## src/rtl/ace_kbd_pkg.sv

```systemverilog
// Shared types, constants and lookup functions for the PS/2 to Jupiter Ace keyboard bridge.
// Contents:
//   dec_state_t  : scan-code decoder states
//   CODE_*       : PS/2 prefix bytes (E0 extended, F0 break, E1 pause)
//   ROW_*/COL_*  : Ace key-matrix coordinates (row = A[8+n], col = data bit)
//   keymap()     : 9-bit code {ext, byte} -> {hit, row, col}
//   dup_key()    : codes that alias a matrix key but are tracked on their own bit
//   cursor_key() : arrow codes, used only when ACE_CURSOR_KEYS_EN is defined
//   is_ignored() : keyboard housekeeping bytes that never reach the matrix
package ace_kbd_pkg;

   typedef enum logic [2:0] {
      ST_IDLE,
      ST_EXT,
      ST_REL,
      ST_EXT_REL,
      ST_SKIP
   } dec_state_t;

   localparam logic [7:0] CODE_E0 = 8'hE0;
   localparam logic [7:0] CODE_F0 = 8'hF0;
   localparam logic [7:0] CODE_E1 = 8'hE1;

   // Bytes following E1 in the Pause sequence: 14 77 E1 F0 14 F0 77
   localparam logic [2:0] PAUSE_SKIP = 3'd7;

   localparam logic [2:0] ROW_SHIFT = 3'd0;  // SHIFT SYM Z X C
   localparam logic [2:0] ROW_ASDFG = 3'd1;
   localparam logic [2:0] ROW_QWERT = 3'd2;
   localparam logic [2:0] ROW_12345 = 3'd3;
   localparam logic [2:0] ROW_09876 = 3'd4;
   localparam logic [2:0] ROW_POIUY = 3'd5;
   localparam logic [2:0] ROW_ENTER = 3'd6;  // ENTER L K J H
   localparam logic [2:0] ROW_SPACE = 3'd7;  // SPACE M N B V

   localparam logic [2:0] COL_0 = 3'd0;
   localparam logic [2:0] COL_1 = 3'd1;
   localparam logic [2:0] COL_2 = 3'd2;
   localparam logic [2:0] COL_3 = 3'd3;
   localparam logic [2:0] COL_4 = 3'd4;

   typedef struct packed {
      logic       hit;
      logic [2:0] row;
      logic [2:0] col;
   } key_loc_t;

   function automatic key_loc_t loc(input logic [2:0] row, input logic [2:0] col);
      key_loc_t k;
      k.hit = 1'b1;
      k.row = row;
      k.col = col;
      return k;
   endfunction

   // Scan-code set 2 to Ace matrix; code[8] marks an E0-prefixed key.
   function automatic key_loc_t keymap(input logic [8:0] code);
      key_loc_t k;
      k = '0;
      case (code)
         9'h012: k = loc(ROW_SHIFT, COL_0);  // left shift
         9'h014: k = loc(ROW_SHIFT, COL_1);  // left ctrl -> SYM
         9'h01A: k = loc(ROW_SHIFT, COL_2);
         9'h022: k = loc(ROW_SHIFT, COL_3);
         9'h021: k = loc(ROW_SHIFT, COL_4);
         9'h01C: k = loc(ROW_ASDFG, COL_0);
         9'h01B: k = loc(ROW_ASDFG, COL_1);
         9'h023: k = loc(ROW_ASDFG, COL_2);
         9'h02B: k = loc(ROW_ASDFG, COL_3);
         9'h034: k = loc(ROW_ASDFG, COL_4);
         9'h015: k = loc(ROW_QWERT, COL_0);
         9'h01D: k = loc(ROW_QWERT, COL_1);
         9'h024: k = loc(ROW_QWERT, COL_2);
         9'h02D: k = loc(ROW_QWERT, COL_3);
         9'h02C: k = loc(ROW_QWERT, COL_4);
         9'h016: k = loc(ROW_12345, COL_0);
         9'h01E: k = loc(ROW_12345, COL_1);
         9'h026: k = loc(ROW_12345, COL_2);
         9'h025: k = loc(ROW_12345, COL_3);
         9'h02E: k = loc(ROW_12345, COL_4);
         9'h045: k = loc(ROW_09876, COL_0);
         9'h046: k = loc(ROW_09876, COL_1);
         9'h03E: k = loc(ROW_09876, COL_2);
         9'h03D: k = loc(ROW_09876, COL_3);
         9'h036: k = loc(ROW_09876, COL_4);
         9'h04D: k = loc(ROW_POIUY, COL_0);
         9'h044: k = loc(ROW_POIUY, COL_1);
         9'h043: k = loc(ROW_POIUY, COL_2);
         9'h03C: k = loc(ROW_POIUY, COL_3);
         9'h035: k = loc(ROW_POIUY, COL_4);
         9'h05A: k = loc(ROW_ENTER, COL_0);
         9'h04B: k = loc(ROW_ENTER, COL_1);
         9'h042: k = loc(ROW_ENTER, COL_2);
         9'h03B: k = loc(ROW_ENTER, COL_3);
         9'h033: k = loc(ROW_ENTER, COL_4);
         9'h029: k = loc(ROW_SPACE, COL_0);
         9'h03A: k = loc(ROW_SPACE, COL_1);
         9'h031: k = loc(ROW_SPACE, COL_2);
         9'h032: k = loc(ROW_SPACE, COL_3);
         9'h02A: k = loc(ROW_SPACE, COL_4);
         default: k = '0;
      endcase
      return k;
   endfunction

   // Right shift (bit0 -> SHIFT) and right ctrl (bit1 -> SYM) keep their own
   // state so releasing one twin does not drop the other.
   function automatic logic [1:0] dup_key(input logic [8:0] code);
      case (code)
         9'h059:  return 2'b01;
         9'h114:  return 2'b10;
         default: return 2'b00;
      endcase
   endfunction

   // Arrows left/down/up/right -> one-hot virtual SHIFT+5/6/7/8.
   function automatic logic [3:0] cursor_key(input logic [8:0] code);
      case (code)
         9'h16B:  return 4'b0001;
         9'h172:  return 4'b0010;
         9'h175:  return 4'b0100;
         9'h174:  return 4'b1000;
         default: return 4'b0000;
      endcase
   endfunction

   function automatic logic is_ignored(input logic [7:0] b);
      return (b == 8'hAA) || (b == 8'hFA) || (b == 8'hEE) ||
             (b == 8'hFE) || (b == 8'h00) || (b == 8'hFF);
   endfunction

endpackage

```

## src/rtl/ps2_rx_frame.sv

```systemverilog
// PS/2 frame receiver: 2-FF synchroniser, clock glitch filter, 11-bit frame
// shifter with start/parity/stop checks and a mid-frame timeout.
// Ports:
//   clk, reset      system clock, synchronous active-high reset
//   ps2clk, ps2data asynchronous PS/2 lines
//   rx_byte         last good data byte
//   byte_valid      1-cycle strobe, cycle after the stop-bit edge
//   err             1-cycle strobe on bad start/parity/stop or timeout
module ps2_rx_frame #(
   parameter int unsigned FILTER_LEN     = 8,
   parameter int unsigned TIMEOUT_CYCLES = 32500
) (
   input  logic       clk,
   input  logic       reset,
   input  logic       ps2clk,
   input  logic       ps2data,
   output logic [7:0] rx_byte,
   output logic       byte_valid,
   output logic       err
);

   localparam int unsigned FW = $clog2(FILTER_LEN + 1);
   localparam int unsigned TW = $clog2(TIMEOUT_CYCLES + 1);

   logic [1:0]    clk_sync;
   logic [1:0]    data_sync;
   logic          clk_filt;
   logic          clk_filt_d;
   logic [FW-1:0] filt_cnt;
   logic [3:0]    bit_cnt;
   logic [8:0]    shreg;
   logic [TW-1:0] to_cnt;
   logic          fall_c;

   assign fall_c = clk_filt_d & ~clk_filt;

   // Synchroniser and filter: a new clock level needs FILTER_LEN samples in a row.
   always_ff @(posedge clk) begin
      if (reset) begin
         clk_sync   <= 2'b11;
         data_sync  <= 2'b11;
         clk_filt   <= 1'b1;
         clk_filt_d <= 1'b1;
         filt_cnt   <= '0;
      end else begin
         clk_sync   <= {clk_sync[0], ps2clk};
         data_sync  <= {data_sync[0], ps2data};
         clk_filt_d <= clk_filt;
         if (clk_sync[1] == clk_filt) begin
            filt_cnt <= '0;
         end else if (filt_cnt == FW'(FILTER_LEN - 1)) begin
            clk_filt <= clk_sync[1];
            filt_cnt <= '0;
         end else begin
            filt_cnt <= filt_cnt + FW'(1);
         end
      end
   end

   // Frame shifter: bit 0 start, bits 1..9 data+parity into shreg, bit 10 stop.
   always_ff @(posedge clk) begin
      if (reset) begin
         bit_cnt    <= '0;
         shreg      <= '0;
         to_cnt     <= '0;
         rx_byte    <= '0;
         byte_valid <= 1'b0;
         err        <= 1'b0;
      end else begin
         byte_valid <= 1'b0;
         err        <= 1'b0;
         if (fall_c) begin
            to_cnt <= '0;
            case (bit_cnt)
               4'd0: begin
                  if (data_sync[1]) err <= 1'b1;
                  else              bit_cnt <= 4'd1;
               end
               4'd10: begin
                  bit_cnt <= '0;
                  // shreg holds {parity, data}; odd parity means odd popcount
                  if (data_sync[1] && (^shreg)) begin
                     rx_byte    <= shreg[7:0];
                     byte_valid <= 1'b1;
                  end else begin
                     err <= 1'b1;
                  end
               end
               default: begin
                  if (bit_cnt > 4'd10) begin
                     bit_cnt <= '0;
                  end else begin
                     shreg   <= {data_sync[1], shreg[8:1]};
                     bit_cnt <= bit_cnt + 4'd1;
                  end
               end
            endcase
         end else if (bit_cnt != 4'd0) begin
            if (to_cnt == TW'(TIMEOUT_CYCLES - 1)) begin
               err     <= 1'b1;
               bit_cnt <= '0;
               to_cnt  <= '0;
            end else begin
               to_cnt <= to_cnt + TW'(1);
            end
         end else begin
            to_cnt <= '0;
         end
      end
   end

endmodule

```

## src/rtl/ps2_ace_keyboard.sv

```systemverilog
// PS/2 keyboard to Jupiter Ace 8x5 key matrix.
// Ports:
//   clk, reset  system clock (Ace logic clock), synchronous active-high reset
//   ps2clk      PS/2 clock (asynchronous)
//   ps2data     PS/2 data (asynchronous)
//   filas       row select, active low, bit n = A[8+n]
//   columnas    column return, active low, combinational from filas
//   kbd_err     1-cycle pulse on a receive error or timeout
// Build option: ACE_CURSOR_KEYS_EN maps the arrow keys to SHIFT+5/6/7/8.
module ps2_ace_keyboard
   import ace_kbd_pkg::*;
#(
   parameter int unsigned FILTER_LEN     = 8,
   parameter int unsigned TIMEOUT_CYCLES = 32500
) (
   input  logic       clk,
   input  logic       reset,
   input  logic       ps2clk,
   input  logic       ps2data,
   input  logic [7:0] filas,
   output logic [4:0] columnas,
   output logic       kbd_err
);

   logic [7:0]      rx_byte;
   logic            rx_valid;
   dec_state_t      state;
   logic [2:0]      skip_cnt;
   logic [7:0][4:0] matrix;
   logic [1:0]      dup_held;
   logic [7:0][4:0] pressed_c;
   logic            key_act_c;
   logic            key_make_c;
   logic [8:0]      key_code_c;
   key_loc_t        key_loc_c;
   logic [1:0]      key_dup_c;
   logic [4:0]      col_hit_c;

   ps2_rx_frame #(
      .FILTER_LEN     (FILTER_LEN),
      .TIMEOUT_CYCLES (TIMEOUT_CYCLES)
   ) u_rx (
      .clk        (clk),
      .reset      (reset),
      .ps2clk     (ps2clk),
      .ps2data    (ps2data),
      .rx_byte    (rx_byte),
      .byte_valid (rx_valid),
      .err        (kbd_err)
   );

   // Decoder FSM: tracks prefixes and the Pause-sequence skip.
   always_ff @(posedge clk) begin
      if (reset) begin
         state    <= ST_IDLE;
         skip_cnt <= '0;
      end else if (rx_valid) begin
         case (state)
            ST_IDLE: begin
               if (rx_byte == CODE_E0) begin
                  state <= ST_EXT;
               end else if (rx_byte == CODE_F0) begin
                  state <= ST_REL;
               end else if (rx_byte == CODE_E1) begin
                  state    <= ST_SKIP;
                  skip_cnt <= PAUSE_SKIP;
               end
            end
            ST_EXT:     state <= (rx_byte == CODE_F0) ? ST_EXT_REL : ST_IDLE;
            ST_REL:     state <= ST_IDLE;
            ST_EXT_REL: state <= ST_IDLE;
            ST_SKIP: begin
               skip_cnt <= skip_cnt - 3'd1;
               if (skip_cnt == 3'd1) state <= ST_IDLE;
            end
            default:    state <= ST_IDLE;
         endcase
      end
   end

   // Make/break request for the byte arriving this cycle.
   always_comb begin
      key_act_c  = 1'b0;
      key_make_c = 1'b0;
      key_code_c = {1'b0, rx_byte};
      case (state)
         ST_IDLE: begin
            key_act_c  = rx_valid && (rx_byte != CODE_E0) && (rx_byte != CODE_F0) &&
                         (rx_byte != CODE_E1) && !is_ignored(rx_byte);
            key_make_c = 1'b1;
         end
         ST_EXT: begin
            key_act_c  = rx_valid && (rx_byte != CODE_F0);
            key_make_c = 1'b1;
            key_code_c = {1'b1, rx_byte};
         end
         ST_REL: begin
            key_act_c = rx_valid;
         end
         ST_EXT_REL: begin
            key_act_c  = rx_valid;
            key_code_c = {1'b1, rx_byte};
         end
         default: key_act_c = 1'b0;
      endcase
   end

   assign key_loc_c = keymap(key_code_c);
   assign key_dup_c = dup_key(key_code_c);

   // Key state; unmapped codes fall through both branches untouched.
   always_ff @(posedge clk) begin
      if (reset) begin
         matrix   <= '0;
         dup_held <= '0;
      end else if (key_act_c) begin
         if (key_dup_c != 2'b00) begin
            dup_held <= key_make_c ? (dup_held | key_dup_c) : (dup_held & ~key_dup_c);
         end else if (key_loc_c.hit) begin
            matrix[key_loc_c.row][key_loc_c.col] <= key_make_c;
         end
      end
   end

`ifdef ACE_CURSOR_KEYS_EN
   logic [3:0] virt;
   logic [3:0] key_cur_c;

   assign key_cur_c = cursor_key(key_code_c);

   // Arrow keys live apart from the matrix so they never clear a real key.
   always_ff @(posedge clk) begin
      if (reset) begin
         virt <= '0;
      end else if (key_act_c && (key_cur_c != 4'b0000)) begin
         virt <= key_make_c ? (virt | key_cur_c) : (virt & ~key_cur_c);
      end
   end
`endif

   // Effective key state: matrix plus the separately tracked twins/virtual keys.
   always_comb begin
      pressed_c = matrix;
      pressed_c[ROW_SHIFT][COL_0] = matrix[ROW_SHIFT][COL_0] | dup_held[0];
      pressed_c[ROW_SHIFT][COL_1] = matrix[ROW_SHIFT][COL_1] | dup_held[1];
`ifdef ACE_CURSOR_KEYS_EN
      pressed_c[ROW_SHIFT][COL_0] = pressed_c[ROW_SHIFT][COL_0] | (|virt);
      pressed_c[ROW_12345][COL_4] = pressed_c[ROW_12345][COL_4] | virt[0];
      pressed_c[ROW_09876][COL_4] = pressed_c[ROW_09876][COL_4] | virt[1];
      pressed_c[ROW_09876][COL_3] = pressed_c[ROW_09876][COL_3] | virt[2];
      pressed_c[ROW_09876][COL_2] = pressed_c[ROW_09876][COL_2] | virt[3];
`endif
   end

   // Column mux: every selected row contributes; no clock in this path.
   always_comb begin
      col_hit_c = '0;
      for (int r = 0; r < 8; r++) begin
         if (!filas[r]) col_hit_c = col_hit_c | pressed_c[r];
      end
      columnas = ~col_hit_c;
   end

endmodule

```

## config.mk

```make
export PLATFORM = sky130hd
export DESIGN_NAME = ps2_ace_keyboard
export DESIGN_NICKNAME = d
export VERILOG_FILES = /design/src/rtl/ace_kbd_pkg.sv /design/src/rtl/ps2_rx_frame.sv /design/src/rtl/ps2_ace_keyboard.sv
export SDC_FILE = /design/constraint.sdc
export NUM_CORES = 1
export LEC_CHECK = 0
export ABC_AREA = 1
export CORE_MARGIN = 3
export CORE_UTILIZATION = 40
export DETAILED_ROUTE_END_ITERATION = 7
export GPL_ROUTABILITY_DRIVEN = 0
export GPL_TIMING_DRIVEN = 0
export HOLD_SLACK_MARGIN = 0.06
export PLACE_DENSITY = 0.52
export SLEW_MARGIN = 20
export SYNTH_ARGS = -nofsm -noshare
export SYNTH_HDL_FRONTEND = slang
export SYNTH_SLANG_ARGS = --single-unit
```

## constraint.sdc

```tcl
create_clock -name clk -period 2.32 [get_ports clk]
set_input_delay 0.696 -clock clk [delete_from_list [all_inputs] [get_ports clk]]
set_output_delay 0.696 -clock clk [all_outputs]
set_load 0.02 [all_outputs]
```

# Yosys cells after proc, flatten, opt, wreduce, memory -nomap -nowiden
# Memory sizes are Yosys's and may differ from the RTL's.
# Index checks and enable logic that the tools add are counted.
[word_totals]
ff_bits = 96
latch_bits = 0
ram_bits = 0
rom_bits = 896
input_bits = 12
out_inout_bits = 6
word_cells = 163
mem_count = 1
[memory_table]
columns = ["name", "depth", "width", "read_ports", "rd_clocked_by_memory_dff", "write_ports", "line_no", "text"]
rows = [
  ["(name not given)", 128, 7, 1, 0, 0, "ace_kbd_pkg.sv:60", "case (code)"],
]
[classes]
n_addsub = 4
mul = 0
div = 0
magnitude_cmp = 5
n_eq_ne = 28
n_shift = 0
n_mux = 42
bitwise_logic = 22
n_reduce_logical = 39
[ops]
columns = ["cell", "count"]
rows = [
  ["8-bit == test (second input constant)", 8],
  ["5-bit two-way mux", 9],
  ["40-bit bitwise mux", 1],
  ["5-bit bitwise OR", 7],
  ["8-bit != test (second input constant)", 3],
  ["3-bit two-way mux", 7],
  ["4-bit two-way mux", 5],
  ["15-bit by 1-bit adder with 15-bit output (second input constant)", 1],
  ["5-bit demux with 3-bit select", 1],
  ["15-bit == test (second input constant)", 1],
  ["3-bit AND reduction", 5],
  ["9-bit by 7-bit == test with 1-bit output (second input constant)", 1],
  ["9-bit == test (second input constant)", 1],
  ["9-bit two-way mux", 1],
  ["3-bit case mux with 3 select lines", 1],
  ["9-bit parity", 1],
  ["4-bit by 1-bit adder with 4-bit output (second input constant)", 2],
  ["1-bit logical AND", 8],
  ["8-bit logical NOT", 1],
  ["3-bit by 4-bit < comparator with 1-bit output (second input constant)", 2],
  ["1-bit two-way mux", 8],
  ["2-bit != test (second input constant)", 4],
  ["1-bit inverter", 8],
  ["4-bit case mux with 2 select lines", 1],
  ["other kinds (36)", 53],
]

# Logic depth before layout (Yosys ltp)
[logic_depth]
depth_word = 17
depth_mapped = 16
ltp_nobuf = 16

# Modules after synthesis
# Synthesis repeated with hierarchy kept, for this count alone.
[hier_totals]
hier_cells = 900
hier_area_um2 = 5758.0
[by_module_without_submodules]
columns = ["module", "n_inst", "cells_each", "area_each_um2", "seq_area_each_um2"]
rows = [
  ["ps2_ace_keyboard", 1, 590, 3459.6, 960.9],
  ["ps2_rx_frame", 1, 310, 2298.5, 960.9],
]

# Worst setup path before layout
# Ideal clock, no wire load.
[synth_timing]
kind = "input port to output port"
start = "input port filas[7]"
end = "output port columnas[3]"
arrival_ns = 1.941
required_ns = 1.624
path_slack_ns = -0.317
stages = 4
n_path_buf = 0
cell_sequence = "inv_1 nand2_1 o221ai_1 a2111oi_0"
[synth_between]
elab_chain_len = 2
[synth_lines]
columns = ["element", "line_no", "text"]
rows = [
  ["start: declaration", "ps2_ace_keyboard.sv:20", "input logic [7:0] filas,"],
  ["5-bit two-way mux", "ps2_ace_keyboard.sv:159", "if (!filas[r]) col_hit_c = col_hit_c | pressed_c[r];"],
  ["5-bit inverter", "ps2_ace_keyboard.sv:161", "columnas = ~col_hit_c;"],
  ["end: declaration", "ps2_ace_keyboard.sv:21", "output logic [4:0] columnas,"],
]
# Every way passes these cells.

# Worst setup path in the final report
[layout_timing]
start = "input port filas[0]"
end = "output port columnas[0]"
[layout_between]
elab_chain_len = 16
[layout_lines]
columns = ["element", "line_no"]
rows = [
  ["5-bit two-way mux (*)", "ps2_ace_keyboard.sv:159"],
  ["5-bit bitwise OR", "ps2_ace_keyboard.sv:159"],
  ["5-bit two-way mux (*)", "ps2_ace_keyboard.sv:159"],
  ["5-bit bitwise OR", "ps2_ace_keyboard.sv:159"],
  ["5-bit two-way mux (*)", "ps2_ace_keyboard.sv:159"],
  ["5-bit bitwise OR", "ps2_ace_keyboard.sv:159"],
  ["5-bit two-way mux (*)", "ps2_ace_keyboard.sv:159"],
  ["5-bit bitwise OR", "ps2_ace_keyboard.sv:159"],
  ["5-bit two-way mux (*)", "ps2_ace_keyboard.sv:159"],
  ["5-bit bitwise OR", "ps2_ace_keyboard.sv:159"],
  ["5-bit two-way mux (*)", "ps2_ace_keyboard.sv:159"],
  ["5-bit bitwise OR", "ps2_ace_keyboard.sv:159"],
  ["5-bit two-way mux (*)", "ps2_ace_keyboard.sv:159"],
  ["5-bit bitwise OR", "ps2_ace_keyboard.sv:159"],
  ["5-bit two-way mux (*)", "ps2_ace_keyboard.sv:159"],
  ["5-bit inverter (*)", "ps2_ace_keyboard.sv:161"],
]
# Every way passes the cells marked *; elsewhere a longest branch is shown, timed or not.

==> run metrics <==
Reg clk slew, reported paths=around 70 ps; number of synthesized flops with an enable pin=0; met1 usage=~28%; Pwr Total=between 3 and 4 mW; final setup TNS=-239.7 ps; pwr dens=between 500 and 600 mW/mm^2; top_reg_cell synth=dfxtp_1; Yosys reg bits=96; Final HPWL DP=about 11000 microns; post-detailed-route count of antenna-violating nets=0; fin nets=approximately 900; Final WS setup=-100.3 ps; cell with the most instances after synthesis=nand2_1; final hold vios=0; most crowded layer after global routing=met2; width of the die=roughly 120 microns; Synth Area in Adders=under 10%; Final period util=104.3%; Clock Power Share=a little under 50%; CP Cell Sequence=buf_8 -> inv_6 -> o21ai_2 -> o221ai_2 -> a21oi_2 -> o21ai_1 -> a21oi_2 -> o21ai_1 -> a21oi_1 -> buf_4; Mean Syn Cell Area=around 6.5 sq um; chip height=about 120 microns; P_sw=~0.76 mW; DR pass1 iterations=5; largest net degree at the start of global routing=18; Via density=between 5 and 6; Worst Path Max Fanout=3; Unique masters post-synth=40; die area=about 0.015 sq mm; met2 GRT Util=approximately a third; Max-cap violations=0; RSZ-0062 raised after global routing=yes; post-synthesis mux area share=0%; Max Root-Sink Buffers=2; Lkg Pwr=roughly 2.7 nW; Sw Share=between 20 and 25%; worst-skew pair later-pin latency=about 350 ps; synth cell count leaders=nand2_1, nor2_1, dfxtp_1; global route overflow=0; Worst path slowest cell=a21oi_2; synth top area cells=dfxtp_1, nand2_1, nor2_1; Top Family by Delay on Critical Path=compound AO/OA/AOI/OAI gates; final WL=between 15000 and 20000 microns; # clock sinks=between 90 and 100; Post-Synth Simple-Gate Area=about 38%; area of the mapped netlist=approximately 0.0055 sq mm; xor/xnor share of the synthesized area=around 1.4%; count of final setup violators=3; Non-Filler Instances=about 1100; Mapped Cells=~850; Slew HR=approximately three fifths; worst-margin pin slew=a little under 600 ps; Iteration-0 DRC Markers=roughly 450; Peak VDD IR=between 0.3 and 0.4 mV; number of CTS-inserted buffers=9; Fmax=413.2 MHz; largest family of logic cells by synthesized area=simple AND/OR/NAND/NOR gates; Yosys top cell area share=between 30% and 40%; Core Area=0.01335 sq mm; H-tree level count=3; Data required, critical path=1620 ps; Fill cells=approximately 1400; GRT Util Overall=around a fifth; Starting Density=around two fifths; status=finished with violations; met3 Use GR=approximately 3.4%; async set-reset flop share out of synthesis=0%; register area share after synthesis=34.85%; Avg WL per Cell=between 10 and 15 microns; antenna violations before repair=0; internal power=~2.6 mW; share of cells above drive strength 1=14.29%; Std-Cell Rows=42; # hold bufs at CTS=0; clock skew=roughly 8.6 ps; DRC=0; # diodes=0; Crit. End Element=primary output; failing checks=negative setup slack; Worst EP arrival=roughly 1700 ps; Post-Syn Nets=between 800 and 900; Synth Area in Compound Gates=12.48%; worst min path class=flop to flop; PortBufs=17; CTS tree=yes; IO Count=18; first-pass GRT wire length=approximately 25000 microns; logic gate share of total power=approximately 2.2%; Slew Viols, Final=0; Worst path max stage delay=between 150 and 200 ps; Vias=~5500; Layout area overhead=17.84%; WP buf/inv=3; number of synthesis warnings=0; vias in the first global route=roughly 5000; cell count after placement=between 1000 and 1500; largest area contributor in the netlist=dfxtp_1; Tmin final=2420 ps; CP Launch Type=input pin; clk root buf=clkbuf_16; Reg power frac=around half; WS Path Type=input pin to primary output
==> cell type report <==
cell class                 count  area (sq um)  area share (%)
inverter                     101         386.6           5.950
buffer                        32         211.5           3.254
clock buffer                   9         225.2           3.466
sequential                    96          1933           29.75
tap                          176         220.2           3.389
clock inverter                 7         102.6           1.579
timing repair buffer          20         196.4           3.023
multi-input combinational    617          3222           49.59
==> layout by cell type (no fill, tap or decap), drive strengths merged, types with 5 or more instances in the layout <==
master and instances:
nand2 202, nor2 134, inv 102, dfxtp 96, nand3 92, a21oi 62
o21ai 38, buf 29, clkbuf 25, nand4 23, ha 14, nor3 11
or2 7, o221ai 6, a31oi 5, xnor2 5
==> timing repair <==
action,in CTS,in global routing
pin swaps,5,5
setup buffers,2,1
endpoints found under the hold margin,0,0
resized for setup,94,33
cloned,0,1
setup endpoints to repair,43,49
==> through the flow <==
step / utilization, % / hold slack, ps / setup slack (ps) / cell area [sq um]
6_report: 48.68 / 409.9 / -100.3 / 6497
5_1_grt: 48.68 / 431.4 / -229.3 / 6497
4_1_cts: 47.62 / 412.2 / -97.30 / 6356
3_5_place_dp: 44.33 / 394.5 / -1289 / 5917
3_3_place_gp: 44.33 / 396.6 / -1318 / 5917
2_1_floorplan: - / 389.5 / 10.20 / 5527
==> power by group through the flow <==
stage | logic, mW | clock network [mW] | registers, mW
2_1_floorplan | 0.0266 | 0 | 1.69
5_1_grt | 0.0827 | 1.77 | 1.65
4_1_cts | 0.0758 | 1.71 | 1.65
3_5_place_dp | 0.0704 | 0 | 1.69
3_3_place_gp | 0.0690 | 0 | 1.69
6_report | 0.0761 | 1.67 | 1.65
==> sequential cells by signal, indices dropped and copies added (netlist names), named ones only <==
register         count
matrix              40
skip_cnt             3
state                3
u_rx.bit_cnt         4
u_rx.byte_valid      1
u_rx.clk_filt        1
u_rx.clk_filt_d      1
u_rx.clk_sync        2
u_rx.data_sync       2
u_rx.err             1
u_rx.filt_cnt        4
u_rx.rx_byte         8
u_rx.shreg           9
u_rx.to_cnt         15
==> worst paths after layout <==
path	start	end	slack, ps	depth (start not counted)
setup / recovery	filas[0]	columnas[0]	-100	10
setup reg to reg	u_rx.rx_byte[0]	matrix[8]	160	15
hold reg to reg	u_rx.clk_sync[0]	u_rx.clk_sync[1]	410	1
hold / removal	u_rx.clk_sync[0]	u_rx.clk_sync[1]	410	1
==> cell families (layout without fill, tap and decap cells) <==
kind of cell | Yosys count | in the layout
AO/OA/AOI/OAI | 122 | 122
XOR/XNOR | 9 | 9
adder cells (fa/ha/maj) | 14 | 14
buffers and inverters | 133 | 169
flip-flops | 96 | 96
AND/OR/NAND/NOR | 471 | 472
==> routing by layer <==
layer	vias to the layer above	wire length, microns
met2	127	6961
met5	-	0
met4	0	245
met1	2510	7332
li1	2808	-
met3	18	643
==> worst reg2reg max path: cells and delay by family, from the launching register on <==
kind / cells / cell delay [ps]
buffers and inverters: 2 / 380
adders and majority gates: 1 / 220
DFF: 1 / 370
and+or+nand+nor: 12 / 1120
(Power assumes the default switching activity.)
